[src/rtl/branch_hazard_ctrl_pkg.sv]
// Shared types and encodings for the ID-stage branch hazard controller.
package branch_hazard_ctrl_pkg;

  // D-stage instruction IDs, as produced by the decoder.
  localparam logic [10:0] I_NOP  = 11'd0;
  localparam logic [10:0] I_ADDU = 11'd1;
  localparam logic [10:0] I_LW   = 11'd2;
  localparam logic [10:0] I_BEQ  = 11'd3;
  localparam logic [10:0] I_BNE  = 11'd4;
  localparam logic [10:0] I_BLEZ = 11'd5;
  localparam logic [10:0] I_BGTZ = 11'd6;
  localparam logic [10:0] I_BLTZ = 11'd7;
  localparam logic [10:0] I_BGEZ = 11'd8;
  localparam logic [10:0] I_SW   = 11'd9;

  // Comparator operand source select.
  localparam logic [1:0] FWD_GRF = 2'd0;
  localparam logic [1:0] FWD_E   = 2'd1;
  localparam logic [1:0] FWD_M   = 2'd2;
  localparam logic [1:0] FWD_W   = 2'd3;

  // Result latency after entering E.
  localparam logic [1:0] TNEW_NONE = 2'd0;
  localparam logic [1:0] TNEW_ALU  = 2'd1;
  localparam logic [1:0] TNEW_LOAD = 2'd2;

  // One in-flight register writer.
  typedef struct packed {
    logic [4:0] addr;
    logic [1:0] tnew;
  } sb_entry_t;

  function automatic logic isBranchId(input logic [10:0] id);
    return (id == I_BEQ) || (id == I_BNE) || (id == I_BLEZ) ||
           (id == I_BGTZ) || (id == I_BLTZ) || (id == I_BGEZ);
  endfunction

  function automatic logic usesRtId(input logic [10:0] id);
    return (id == I_BEQ) || (id == I_BNE);
  endfunction

  // Age a producer by one stage; a finished result stays finished.
  function automatic logic [1:0] decTnew(input logic [1:0] t);
    return (t == 2'd0) ? 2'd0 : t - 2'd1;
  endfunction

endpackage

[src/rtl/branch_hazard_ctrl_if.sv]
// D-stage / comparator / pipeline-control bundle of the branch hazard controller.
// No valid/ready handshake here: every signal is level-sampled each cycle. The
// decoder side (master) drives the D-stage fields, flush and cmpRes; the
// controller (slave) answers combinationally with stall/fwdSel/brTaken in the
// same cycle and keeps the counters registered.
interface branch_hazard_ctrl_if #(parameter int CNT_W = 32);
  logic             flush;
  logic [10:0]      instrD_id;
  logic [4:0]       rsD;
  logic [4:0]       rtD;
  logic [4:0]       wrAddrD;
  logic [1:0]       tnewD;
  logic             cmpRes;
  logic             stall;
  logic [1:0]       fwdSelA;
  logic [1:0]       fwdSelB;
  logic             brTaken;
  logic [CNT_W-1:0] cntBranch;
  logic [CNT_W-1:0] cntTaken;
  logic [CNT_W-1:0] cntStall;

  modport master (
    output flush, instrD_id, rsD, rtD, wrAddrD, tnewD, cmpRes,
    input  stall, fwdSelA, fwdSelB, brTaken, cntBranch, cntTaken, cntStall
  );

  modport slave (
    input  flush, instrD_id, rsD, rtD, wrAddrD, tnewD, cmpRes,
    output stall, fwdSelA, fwdSelB, brTaken, cntBranch, cntTaken, cntStall
  );
endinterface

[src/rtl/branch_hazard_ctrl_sb_match.sv]
// Looks up one source register against the E/M/W scoreboard entries.
module sb_match
  import branch_hazard_ctrl_pkg::*;
(
  input  logic [4:0] r,
  input  sb_entry_t  entE,
  input  sb_entry_t  entM,
  input  sb_entry_t  entW,
  output logic       hit,
  output logic       notReady,
  output logic [1:0] sel
);

  // Youngest matching writer wins; $0 never matches.
  always_comb begin
    hit      = 1'b0;
    notReady = 1'b0;
    sel      = FWD_GRF;
    if (r != 5'd0) begin
      if (entE.addr == r) begin
        hit      = 1'b1;
        notReady = (entE.tnew != 2'd0);
        sel      = FWD_E;
      end else if (entM.addr == r) begin
        hit      = 1'b1;
        notReady = (entM.tnew != 2'd0);
        sel      = FWD_M;
      end else if (entW.addr == r) begin
        hit      = 1'b1;
        notReady = (entW.tnew != 2'd0);
        sel      = FWD_W;
      end
    end
  end

endmodule

[src/rtl/branch_hazard_ctrl.sv]
// ID-stage branch hazard controller: scoreboard of E/M/W writers, operand
// forwarding select, D/F stall and branch performance counters.
module branch_hazard_ctrl
  import branch_hazard_ctrl_pkg::*;
#(
  parameter int CNT_W = 32
) (
  input  logic                  clk,
  input  logic                  reset,
  branch_hazard_ctrl_if.slave   bus
);

  sb_entry_t sbE, sbM, sbW;
  logic      hitA, hitB, nrA, nrB;
  logic [1:0] selA, selB;
  logic      isBranch, useRt, stallInt, branchDone;
  logic [CNT_W-1:0] cntBranch, cntTaken, cntStall;

  sb_match uMatchA (
    .r(bus.rsD), .entE(sbE), .entM(sbM), .entW(sbW),
    .hit(hitA), .notReady(nrA), .sel(selA)
  );

  sb_match uMatchB (
    .r(bus.rtD), .entE(sbE), .entM(sbM), .entW(sbW),
    .hit(hitB), .notReady(nrB), .sel(selB)
  );

  // Hazard decision and forwarding, purely from scoreboard state and D inputs.
  always_comb begin
    isBranch   = isBranchId(bus.instrD_id);
    useRt      = usesRtId(bus.instrD_id);
    stallInt   = isBranch & ((hitA & nrA) | (useRt & hitB & nrB));
    branchDone = isBranch & ~stallInt & ~bus.flush;
    // A not-yet-produced operand has nothing to forward; report the GRF.
    bus.fwdSelA = (hitA & ~nrA) ? selA : FWD_GRF;
    bus.fwdSelB = (useRt & hitB & ~nrB) ? selB : FWD_GRF;
    bus.stall   = stallInt;
    bus.brTaken = branchDone & bus.cmpRes;
  end

  // Scoreboard shift; flush/reset empty it, a stall injects a bubble into E.
  always_ff @(posedge clk) begin
    if (reset || bus.flush) begin
      sbE <= '0;
      sbM <= '0;
      sbW <= '0;
    end else begin
      sbW <= '{addr: sbM.addr, tnew: decTnew(sbM.tnew)};
      sbM <= '{addr: sbE.addr, tnew: decTnew(sbE.tnew)};
      if (stallInt) sbE <= '0;
      else          sbE <= '{addr: bus.wrAddrD, tnew: bus.tnewD};
    end
  end

  // Performance counters; only reset clears them, flush just suppresses counting.
  always_ff @(posedge clk) begin
    if (reset) begin
      cntBranch <= '0;
      cntTaken  <= '0;
      cntStall  <= '0;
    end else begin
      if (branchDone)             cntBranch <= cntBranch + 1'b1;
      if (branchDone & bus.cmpRes) cntTaken <= cntTaken + 1'b1;
      if (stallInt & ~bus.flush)  cntStall  <= cntStall + 1'b1;
    end
  end

  assign bus.cntBranch = cntBranch;
  assign bus.cntTaken  = cntTaken;
  assign bus.cntStall  = cntStall;

endmodule

[src/flat_wrapper.sv]
// flat-port wrapper written by rule: the top's interface ports become plain ports
module branch_hazard_ctrl_flat import branch_hazard_ctrl_pkg::*;
#(
  parameter int CNT_W = 32
)
  (clk, reset, bus_flush, bus_instrD_id, bus_rsD, bus_rtD, bus_wrAddrD, bus_tnewD, bus_cmpRes, bus_stall, bus_fwdSelA, bus_fwdSelB, bus_brTaken, bus_cntBranch, bus_cntTaken, bus_cntStall);
  branch_hazard_ctrl_if #(.CNT_W(CNT_W)) bus_i ();
  input  logic clk;
  input  logic reset;
  input wire logic [$bits(bus_i.flush)-1:0] bus_flush;
  input wire logic [$bits(bus_i.instrD_id)-1:0] bus_instrD_id;
  input wire logic [$bits(bus_i.rsD)-1:0] bus_rsD;
  input wire logic [$bits(bus_i.rtD)-1:0] bus_rtD;
  input wire logic [$bits(bus_i.wrAddrD)-1:0] bus_wrAddrD;
  input wire logic [$bits(bus_i.tnewD)-1:0] bus_tnewD;
  input wire logic [$bits(bus_i.cmpRes)-1:0] bus_cmpRes;
  output wire logic [$bits(bus_i.stall)-1:0] bus_stall;
  output wire logic [$bits(bus_i.fwdSelA)-1:0] bus_fwdSelA;
  output wire logic [$bits(bus_i.fwdSelB)-1:0] bus_fwdSelB;
  output wire logic [$bits(bus_i.brTaken)-1:0] bus_brTaken;
  output wire logic [$bits(bus_i.cntBranch)-1:0] bus_cntBranch;
  output wire logic [$bits(bus_i.cntTaken)-1:0] bus_cntTaken;
  output wire logic [$bits(bus_i.cntStall)-1:0] bus_cntStall;
  assign bus_i.flush = bus_flush;
  assign bus_i.instrD_id = bus_instrD_id;
  assign bus_i.rsD = bus_rsD;
  assign bus_i.rtD = bus_rtD;
  assign bus_i.wrAddrD = bus_wrAddrD;
  assign bus_i.tnewD = bus_tnewD;
  assign bus_i.cmpRes = bus_cmpRes;
  assign bus_stall = bus_i.stall;
  assign bus_fwdSelA = bus_i.fwdSelA;
  assign bus_fwdSelB = bus_i.fwdSelB;
  assign bus_brTaken = bus_i.brTaken;
  assign bus_cntBranch = bus_i.cntBranch;
  assign bus_cntTaken = bus_i.cntTaken;
  assign bus_cntStall = bus_i.cntStall;
  branch_hazard_ctrl #(.CNT_W(CNT_W)) u_core (.clk(clk), .reset(reset), .bus(bus_i));
endmodule
[config.mk]
export PLATFORM = sky130hd
export DESIGN_NAME = branch_hazard_ctrl_flat
export DESIGN_NICKNAME = d
export VERILOG_FILES = /design/src/rtl/branch_hazard_ctrl_pkg.sv /design/src/rtl/branch_hazard_ctrl_if.sv /design/src/rtl/branch_hazard_ctrl_sb_match.sv /design/src/rtl/branch_hazard_ctrl.sv /design/src/flat_wrapper.sv
export SDC_FILE = /design/constraint.sdc
export NUM_CORES = 1
export LEC_CHECK = 0
export CORE_MARGIN = 8
export CORE_UTILIZATION = 64
export CTS_BUF_LIST = sky130_fd_sc_hd__clkbuf_16
export DETAILED_ROUTE_END_ITERATION = 8
export DONT_BUFFER_PORTS = 1
export GPL_TIMING_DRIVEN = 0
export PLACE_DENSITY_LB_ADDON = 0.1
export SETUP_SLACK_MARGIN = 0.2
export SLEW_MARGIN = 20
export SYNTH_ARGS = -nofsm -noshare
export SYNTH_HDL_FRONTEND = slang
export SYNTH_SLANG_ARGS = --single-unit
[constraint.sdc]
create_clock -name clk -period 3.7 [get_ports clk]
set_input_delay 0.74 -clock clk [delete_from_list [all_inputs] [get_ports clk]]
set_output_delay 0.74 -clock clk [all_outputs]
set_load 0.02 [all_outputs]
# Yosys cells after proc, flatten, opt, wreduce, memory -nomap -nowiden
# Index checks and enable logic that the tools add are counted.
totals:
  regBits: 117
  inputBits: 32
  out_inout_bits: 102
classes:
  addsub: 5
  n_eq_ne: 12
  muxes: 26
  bitwise_logic: 15
  n_reduce_logical: 16
ops:
  columns: ["operator", "n"]
  rows:
  - ["$add 32x1->32 const B", 3]
  - ["$eq 11x3->1 const B", 4]
  - ["$eq 5x5->1", 6]
  - ["$mux 2", 10]
  - ["$mux 1", 16]
  - ["$eq 11x2->1 const B", 1]
  - ["$eq 11x4->1 const B", 1]
  - ["$and 1x1->1", 10]
  - ["$reduce_bool 5->1", 2]
  - ["$logic_or 1x1->1", 6]
  - ["$reduce_bool 2->1", 3]
  - ["$reduce_or 2->1", 3]
  - ["$logic_not 2->1", 2]
  - ["$not 1->1", 4]
  - ["$sub 2x1->2 const B", 2]
  - ["$or 1x1->1", 1]

# Logic depth before layout (Yosys ltp)
depth:
  word_depth: 13
  depth_mapped: 11
  mapped_depth_nobuf: 7

# By module
# A second synthesis with hierarchy kept.
unflattened:
  cells_unflattened: 726
  area_unflattened_um2: 5948.2
modules_own_cells:
  columns: ["module", "instances", "cells_per_inst", "area_each_um2", "seq_area_each_um2"]
  rows:
  - ["branch_hazard_ctrl", 1, 650, 5392.7, 2342.2]
  - ["sb_match", 2, 38, 277.8, 0.0]

# Least setup slack after synthesis
# Ideal clock, no wire load.
synth_timing:
  path_kind: "input port to output port"
  startpoint: "input port bus_instrD_id[6]"
  endpoint: "output port bus_fwdSelB[1]"
  arrival_time_ns: 2.842
  t_required_ns: 2.960
  setup_slack_ns: 0.118
  stages: 5
  path_buffers: 0
  cell_sequence: "nor4_2 nand2_1 or4_1 a31o_1 a2111oi_0"
synth_via:
  elab_chain_cells: 5
  word_cells_on_any_way: 6
synth_lines:
  columns: ["item", "line", "text"]
  rows:
  - ["from (decl)", "flat_wrapper.sv:11", "input wire logic [$bits(bus_i.instrD_id)-1:0] bus_instrD_id;"]
  - ["$eq 11x2->1 / $eq 11x3->1 (equally long branches)", "branch_hazard_ctrl_pkg.sv:39", "return (id == I_BEQ) || (id == I_BNE);"]
  - ["$logic_or 1x1->1 *", "branch_hazard_ctrl_pkg.sv:39", null]
  - ["$and 1x1->1 * (2 in a row)", "branch_hazard_ctrl.sv:37", "bus.fwdSelB = (useRt & hitB & ~nrB) ? selB : FWD_GRF;"]
  - ["$mux 2 *", "branch_hazard_ctrl.sv:37", null]
  - ["to (decl)", "flat_wrapper.sv:19", "output wire logic [$bits(bus_i.fwdSelB)-1:0] bus_fwdSelB;"]
# Every way passes the cells marked *; elsewhere a longest branch is shown, timed or not.

# Worst setup path in the final report
layout_timing:
  startpoint: "input port bus_instrD_id[6]"
  endpoint: "output port bus_brTaken"
layout_via:
  elab_chain_cells: 11
  word_cells_on_any_way: 19
layout_lines:
  columns: ["item", "line", "text"]
  rows:
  - ["parallel branches: the longest is 8 deep, another holds $eq 11x2->1", null, null]
  - ["$and 1x1->1 * (2 in a row)", "branch_hazard_ctrl.sv:34", "branchDone = isBranch & ~stallInt & ~bus.flush;"]
  - ["$and 1x1->1 *", "branch_hazard_ctrl.sv:39", "bus.brTaken = branchDone & bus.cmpRes;"]
  - ["to (decl)", "flat_wrapper.sv:20", "output wire logic [$bits(bus_i.brTaken)-1:0] bus_brTaken;"]
# Every way passes the cells marked *.

==> flow_summary_export.csv <==
group,metric,value,unit
yosys,synth-edff-count,0,
pwr,p_sw_share,22.1,%
timing,finalCritPeriodShare,93.1,%
yosys,synth_area_leaders,"dfxtp_1 (38%), or4_1 (11%), o31ai_1 (10%)",
pwr,worst_ir_drop_vdd,0.349,mV
finish,fin_area,7060,um^2
timing,worst_slew_pin_slew,0.871,ns
grt,grt_max_degree,17,
die,io_pins,134,
yosys,synth_top_area_cell,"dfxtp_1",
clock_network,cts_buffer_depth,2,
die,placement_rows,36,
grt,grt_pass1_wl,31300,um
placed_design,io_buffers,0,
route,drt-initial-drc-count,637,
placed_design,routabilityCongestion,0.862,
critical_path,crit_chain,"nor4_2 -> nand2_1 -> or4_4 -> a31o_4 -> o32ai_4 -> buf_6 -> buf_6 -> buf_8 -> nor2_4",
critical_path,critPathKind,"primary input to primary output",
clock_network,hold_buffers,0,
clock_network,cts_tree,"built",
placed_design,place_area,6330,um^2
pwr,power_density,425,nW/um^2
die,core,9550,um^2
pwr,p_comb_share,3.8,%
yosys,synth-main-ff-cell,"dfxtp_1",
critical_path,critPathMostFrequentCell,"buf_6",
yosys,synth-seq-area-share,38.0,%
finish,area_growth,14.7,%
yosys,synth_cells,744,
finish,nets,804,
route,firstDrtPassIters,5,
status,outcome,"completed",
finish,num_antenna_cells,0,
timing,hold_viol,0,
yosys,avgSynthCellArea,8.28,um^2
critical_path,cp-startpoint,"bus_instrD_id[6]",
pwr,p_switching,662,uW
finish,drive_gt1_share,8.72,%
timing,worst_slack,0.256,ns
critical_path,cp-start-kind,"primary input",
route,viasPerCell,7.16,
yosys,ys_types,46,
yosys,synth.top_cell.area_share,38.0,%
clock_network,path_clk_slew,0.06,ns
grt,grt_overflow,0,
pwr,pwr-share-clk,53.9,%
route,num_vias,6534,
grt,grt_pass1_vias,6223,
timing,fmax,290,MHz
yosys,ys_ff_latch,117,
clock_network,cts_max_level,4,
min_path,hold_path.class,"primary input to register",
timing,layout_min_cycle_time,3.44,ns
yosys,synth_common_cells,"dfxtp_1 (117), a21oi_1 (99), or4_1 (89), o31ai_1 (85), nand2_1 (46)",
timing,slew_headroom,41.6,%
timing,fin_hold_ws,0.388,ns
die,die_y,114,um
timing,slew_viol_final,0,
die,fp.dieArea,13000,um^2
job,max-cap-violations,0,
timing,rsz0062_at_grt,"yes",
critical_path,critPathMaxFanout,10,
yosys,netlist_area,6160,um^2
die,initial_core_util,64.5,%
yosys,yosysWarnings,0,
grt,antenna_found_initial,0,
route,wl_per_cell,21.5,um
pwr,sequentialPowerShare,42.3,%
min_path,min_from,"bus_flush",
finish,final_core_util,74.0,%
placed_design,dpl.hpwl,13400,um
clock_network,clkLatencyLatePin,0.42,ns
timing,fin_setup_tns,0,ns
yosys,synth_fp_nets,781,
critical_path,cp.required,2.96,ns
critical_path,reg2reg_from,"u_core.bus.cntStall[3]",
critical_path,cp.arrival,2.70,ns
route,wirelength,19600,um
timing,finalClockSkew,0.00879,ns
clock_network,cts-buffers-inserted,17,
grt,grt_util_all_layers,29.8,%
yosys,async_reset_ff_share,0,%
die,fp.dieW,114,um
route,route.detailed.drc,0,
finish,fillers,744,
pwr,p_int,2.34,mW
clock_network,cts_root_buf,"clkbuf_16",
pwr,p_leak,2.19,nW
yosys,synth_most_common_cell,"dfxtp_1",
critical_path,slowest_delay,0.51,ns
critical_path,cp_slowest_cell,"or4_4",
critical_path,worstSetupEndpointType,"primary output",
route,ant_nets,0,
placed_design,dp_worst_setup_slack,-0.510,ns
timing,setup_viol,0,
clock_network,clock_sinks,117,
==> placed cells by master (no fill, tap or decap), types with 3 or more instances in the layout <==
master,netlist,routed
nand3_1,41,41
ha_1,5,5
inv_1,17,17
nand4_1,28,28
nand2_1,46,44
buf_2,10,6
nor3_2,0,3
bufinv_16,0,3
or2_2,4,4
dfxtp_1,117,117
o31ai_1,85,85
nor2b_1,5,4
clkbuf_16,0,17
nor2_1,20,19
clkbuf_1,42,40
xor2_1,12,12
or3_1,8,8
clkinv_2,0,5
buf_4,0,4
or4_1,89,88
nor3_1,8,5
clkinv_1,0,5
buf_6,4,7
nor4_1,5,5
and3_1,24,24
a21oi_1,99,98
and2_1,18,18
and4_1,10,10
xnor2_1,14,14
o21ai_0,9,9
==> critical path: cells and delay by family <==
| family | cells | cell delay (ns) |
|---|---|---|
| AOI/OAI and AO/OA | 2 | 0.56 |
| buffers and inverters | 3 | 0.45 |
| and+or+nand+nor | 4 | 0.94 |
==> final cells by class <==
type	count	area [um^2]	share of cell area [%]
tap	133	166	2.36
buffer	57	288	4.07
sequential	117	2340	33.2
timing repair buffer	4	30.0	0.425
clock inverter	15	145	2.05
clock buffer	17	425	6.02
multi-input combinational	553	3600	51.0
inverter	17	66.3	0.939
==> final timing paths <==
kind | end | slack (ns) | cells after the start
worst max-delay path | bus_brTaken | 0.26 | 9
worst min-delay path | u_core.sbW[0] | 0.39 | 1
worst max register to register | u_core.bus.cntStall[23] | 0.76 | 9
worst min register to register | u_core.sbM[0] | 0.42 | 1
==> per-layer routing <==
| metal | GRT usage, % | share of wire [%] |
|---|---|---|
| met4 | 14.2 | 2.6 |
| met5 | 0 | 0 |
| met3 | 10.2 | 9.9 |
| met1 | 33.6 | 38 |
| met2 | 49.4 | 49 |
==> registers in the layout (all words and copies together) (netlist names) <==
name	flops
u_core.bus.cntBranch	32
u_core.bus.cntStall	32
u_core.bus.cntTaken	32
u_core.sbE	7
u_core.sbM	7
u_core.sbW	7
==> power by group through the flow <==
stage          Clock, mW  Sequential, mW  Combinational [mW]
6_report            1.62            1.27               0.113
5_1_grt             1.69            1.27               0.123
4_1_cts             1.61            1.27               0.107
2_1_floorplan          0            1.30              0.0736
3_3_place_gp           0            1.30              0.0949
3_5_place_dp           0            1.30              0.0994
==> through the flow <==
stage	instances	power (mW)
after floorplan	744	1.37
after global placement	877	1.39
after detailed placement	877	1.40
after CTS	912	2.99
after global routing	913	3.08
final	913	3.00
==> timing repair <==
item                                    CTS  global route
buffers inserted                          3             1
endpoints found under the setup margin    4             4
pin swaps                                 1             2
resized for setup                        20            13
cloned                                    0             0
==> logic make-up after synthesis <==
logic type,share of synthesized area (%)
simple gates,30.6
compound gates,21.3
flops,38.0
buf+inv,5.20
xor+xnor,3.70
fa+ha+maj,1.02
mux,0.183
Note: power is estimated with default switching activity, not from simulation.
==> RTL change 1: new RTL, config.mk and constraints unchanged <==
`CNT_W` is set to 32 in 3 places; all go to 24.
--- a/src/rtl/branch_hazard_ctrl_if.sv
+++ b/src/rtl/branch_hazard_ctrl_if.sv
@@ -3,7 +3,7 @@
 // decoder side (master) drives the D-stage fields, flush and cmpRes; the
 // controller (slave) answers combinationally with stall/fwdSel/brTaken in the
 // same cycle and keeps the counters registered.
-interface branch_hazard_ctrl_if #(parameter int CNT_W = 32);
+interface branch_hazard_ctrl_if #(parameter int CNT_W = 24);
   logic             flush;
   logic [10:0]      instrD_id;
   logic [4:0]       rsD;
--- a/src/rtl/branch_hazard_ctrl.sv
+++ b/src/rtl/branch_hazard_ctrl.sv
@@ -3,7 +3,7 @@
 module branch_hazard_ctrl
   import branch_hazard_ctrl_pkg::*;
 #(
-  parameter int CNT_W = 32
+  parameter int CNT_W = 24
 ) (
   input  logic                  clk,
   input  logic                  reset,
--- a/src/flat_wrapper.sv
+++ b/src/flat_wrapper.sv
@@ -1,7 +1,7 @@
 // flat-port wrapper written by rule: the top's interface ports become plain ports
 module branch_hazard_ctrl_flat import branch_hazard_ctrl_pkg::*;
 #(
-  parameter int CNT_W = 32
+  parameter int CNT_W = 24
 )
   (clk, reset, bus_flush, bus_instrD_id, bus_rsD, bus_rtD, bus_wrAddrD, bus_tnewD, bus_cmpRes, bus_stall, bus_fwdSelA, bus_fwdSelB, bus_brTaken, bus_cntBranch, bus_cntTaken, bus_cntStall);
   branch_hazard_ctrl_if #(.CNT_W(CNT_W)) bus_i ();
Ports: changed (resized bus_cntBranch, bus_cntStall and bus_cntTaken); port bits go from 134 to 110. The function was not compared with the original's and may differ.
==> RTL change 1 against the unedited design <==
Worst setup slack got worse by 54 ps; sequential cell count down 24; die area shrank 17%; hold slack gained 34 ps; synthesized area down 20%; wire length shrank 29%; cell area fell by 23%; total power shrank 36%.
==> RTL change 1: results (changes against the unedited design) <==
wl on met1 - 5.59 mm (-25%)
most frequent cells after synthesis - 93 x dfxtp_1, 74 x a21oi_1, 65 x or4_1, 63 x o31ai_1, 34 x clkbuf_1
metal2 WL - 6.73 mm (-30%)
outcome - complete, no violations
GRT Resource Usage Total - 24.9% (-4.9 points)
Worst R2R End - u_core.bus.cntBranch[23]
count of cell types in the netlist - 49 (+6.5%)
Signal inverters - 13 (-4)
Total Routed Length - 13.8 mm (-29%)
end-of-flow core utilization - 71.2% (-2.8 points)
CLK BUF - 9 (-8)
Clock-cell share - 4.83% (-3.2 points)
Syn Area/Cell - 8.36 µm² (+0.99%)
HPWL Detailed - 9.96 mm (-26%)
NonClk Buf Share - 4.00% (-0.50 points)
hold crit path type - reg -> reg
Non-clock buffers - 46 (-25%)
Iter 0 DRT Violations - 293 (-54%)
Area contributors post-synth - dfxtp_1 38%, or4_1 9.9%, o31ai_1 9.6%
sequential area share after synthesis - 37.7% (-0.29 points)
FFs & Latches - 93 (-21%)
filler cell count - 619 (-17%)
vias in the first global route - 4,688 (-25%)
WL met3 - 1.32 mm (-32%)
Layout Nets - 639 (-21%)
==> RTL change 1: metal layers <==
layer	vias up	global-route usage (%)
met5	-	0
met4	0	8.48
met3	21	7.31
met2	204	41.4
met1	2333	29.8
li1	2310	-
==> RTL change 1: cell families after synthesis <==
logic type               count (synthesis)  synth area share [%]
AND/OR/NAND/NOR                        246                  29.9
AO/OA/AOI/OAI                          162                  21.5
flip-flops                              93                  37.7
adder cells (fa/ha/maj)                  5                  1.27
XOR/XNOR                                26                  4.62
buffers and inverters                   58                  4.90
==> RTL change 1: power breakdown <==
group / switching [µW] / total (µW) / leakage [µW] / internal (µW)
Clock: 383 / 829 / 0.000135 / 446
Sequential: 4.12 / 1010 / 0.000750 / 1010
Combinational: 60.2 / 95.2 / 0.000779 / 35.0
==> RTL change 1: what timing repair did <==
item / in CTS / in global routing
setup buffers: 1 / 0
endpoints found under the hold margin: 0 / 0
gates resized for setup: 9 / 11
setup endpoints to repair: 3 / 2
pin swaps: 2 / 3
==> RTL change 2: new RTL, config.mk and constraints unchanged <==
Without the edit above. Reset style: asynchronous (`reset`), changed in one clocked block.
--- a/src/rtl/branch_hazard_ctrl.sv
+++ b/src/rtl/branch_hazard_ctrl.sv
@@ -54,7 +54,7 @@
   end
 
   // Performance counters; only reset clears them, flush just suppresses counting.
-  always_ff @(posedge clk) begin
+  always_ff @(posedge clk or posedge reset) begin
     if (reset) begin
       cntBranch <= '0;
       cntTaken  <= '0;
Behaviour: differs if reset is asserted again (counterexample within 4 cycles, from zero or initial values and one cycle with reset high); with reset held inactive, the same outputs for 10 cycles.
==> RTL change 2 against the unedited design <==
Synthesized cell count down 26%; synthesized area fell by 9.3%; combinational power is 29% lower; cell area down 9.6%; sequential cell count is the same; total power is 3.7% lower; worst setup slack lost 100 ps; wire length decreased by 32%; critical endpoint is now bus_stall; largest power group unchanged; highest routed layer unchanged.
==> RTL change 2: results (changes against the unedited design) <==
Critical Path AT - 2810 ps (+110 ps)
Mapped Cells - 550 (-26%)
Layout Nets - 613 (-24%)
most frequent cells after synthesis - 96 x dfrtp_1, 66 x xnor2_1, 57 x xor2_1, 47 x nand2_1, 38 x nor2_1
logic gate share of total power - 2.8% (-1.0 points)
layout cell share with drive strength beyond 1 - 9.00% (+0.28 points)
VDD IR max - 0.317 mV (-9.2%)
CP startpoint - bus_instrD_id[6]
filler cell count - 622 (-16%)
Reg area - 2820 µm² (+21%)
fraction of registers with async set/reset - 82.1% (+82 points)
outcome - complete, no violations
part of the power in registers - 44.7% (+2.4 points)
vias in the first global route - 4,212 (-32%)
Pre-antenna DRT Iters - 5 (unchanged)
pin count of the biggest net entering global routing - 78 (+61)
CTS Buffer Depth - 2 (unchanged)
Cell Int Power - 2270 µW (-3.0%)
Clk Latency, worst-skew pair - 410 ps
reg2reg start - u_core.sbE[3]
placed cell area - 5760 µm² (-9.0%)
Static Leak - 0.00298 µW (+37%)
DR vias - 4,126 (-37%)
sequential area share after synthesis - 50.5% (+12 points)
antenna fix cells - 0 (unchanged)
GRT Resource Usage Total - 23.0% (-6.8 points)
placed cell count - 659 (-25%)
clk_skew - 9.98 ps (+1.19 ps)
count of cell types in the netlist - 35 (-24%)
Critical Path Fanout Max - 8 (-2)
HPWL Detailed - 9.38 mm (-30%)
routability cong. - 0.792 (-8.1%)
syn nets - 587 (-25%)
Num CTS Buffers - 17 (unchanged)
Worst slew margin - 35.0% (-6.6 points)
Tot Pwr - 2890 µW (-3.7%)
Total Routed Length - 13.3 mm (-32%)
Top FF cell, synth - dfrtp_1
hold crit path type - in -> async
Iter 0 DRT Violations - 204 (-68%)
Area contributors post-synth - dfrtp_1 43%, xnor2_1 10%, xor2_1 8.9%
first-pass GRT wire length - 21.6 mm (-31%)
worst slack at placement - 35.6 ps (+545 ps)
fin cells - 697 (-24%)
[RTL change 2: layout make-up]
cell class                 instances  area share, %
multi-input combinational        401           41.4
tap                              108           2.12
clock buffer                      20           7.84
buffer                            17           1.41
clock inverter                    12          0.901
inverter                          15          0.999
sequential                       117           44.2
timing repair buffer               7           1.14
[RTL change 2: cell families after synthesis]
| kind of cell | share of synthesized area, % |
|---|---|
| simple gates | 24.4 |
| flops | 50.5 |
| fa+ha+maj | 1.12 |
| compound gates | 1.86 |
| buf+inv | 2.42 |
| mux | 0.403 |
| xor+xnor | 19.3 |
[RTL change 2: final timing paths]
path                                             to  slack, ps  cells after the start
max                                       bus_stall        150                      9
min                        u_core.bus.cntBranch[22]        120                      1
max reg2reg                u_core.bus.cntBranch[11]        670                      9
min reg2reg                           u_core.sbW[0]        430                      1
max in group asynchronous    u_core.bus.cntStall[2]       2950                      2
min in group clk                      u_core.sbW[1]        410                      1
[RTL change 2: critical path, cell delays in order]
cell      delay (ps)
nor4_2           240
nand2_1          110
or4_4            490
a31o_1           220
o32a_1           300
buf_6            120
or3_1            360
clkbuf_8         170
inv_4             70
[RTL change 2: timing repair]
item / in CTS / in global routing
gates resized for setup: 4 / 3
buffers inserted: 6 / 0
hold endpoints to repair: 0 / 0
pin swaps: 1 / 0
setup endpoints to repair: 1 / 2
[RTL change 2: per-layer routing]
layer | vias up | global-route usage [%] | routed length (µm)
met2 | 149 | 36.9 | 6400
li1 | 1946 | - | -
met3 | 16 | 10.3 | 1320
met5 | - | 0 | 0
met1 | 2015 | 27.3 | 5420
met4 | 0 | 6.94 | 152
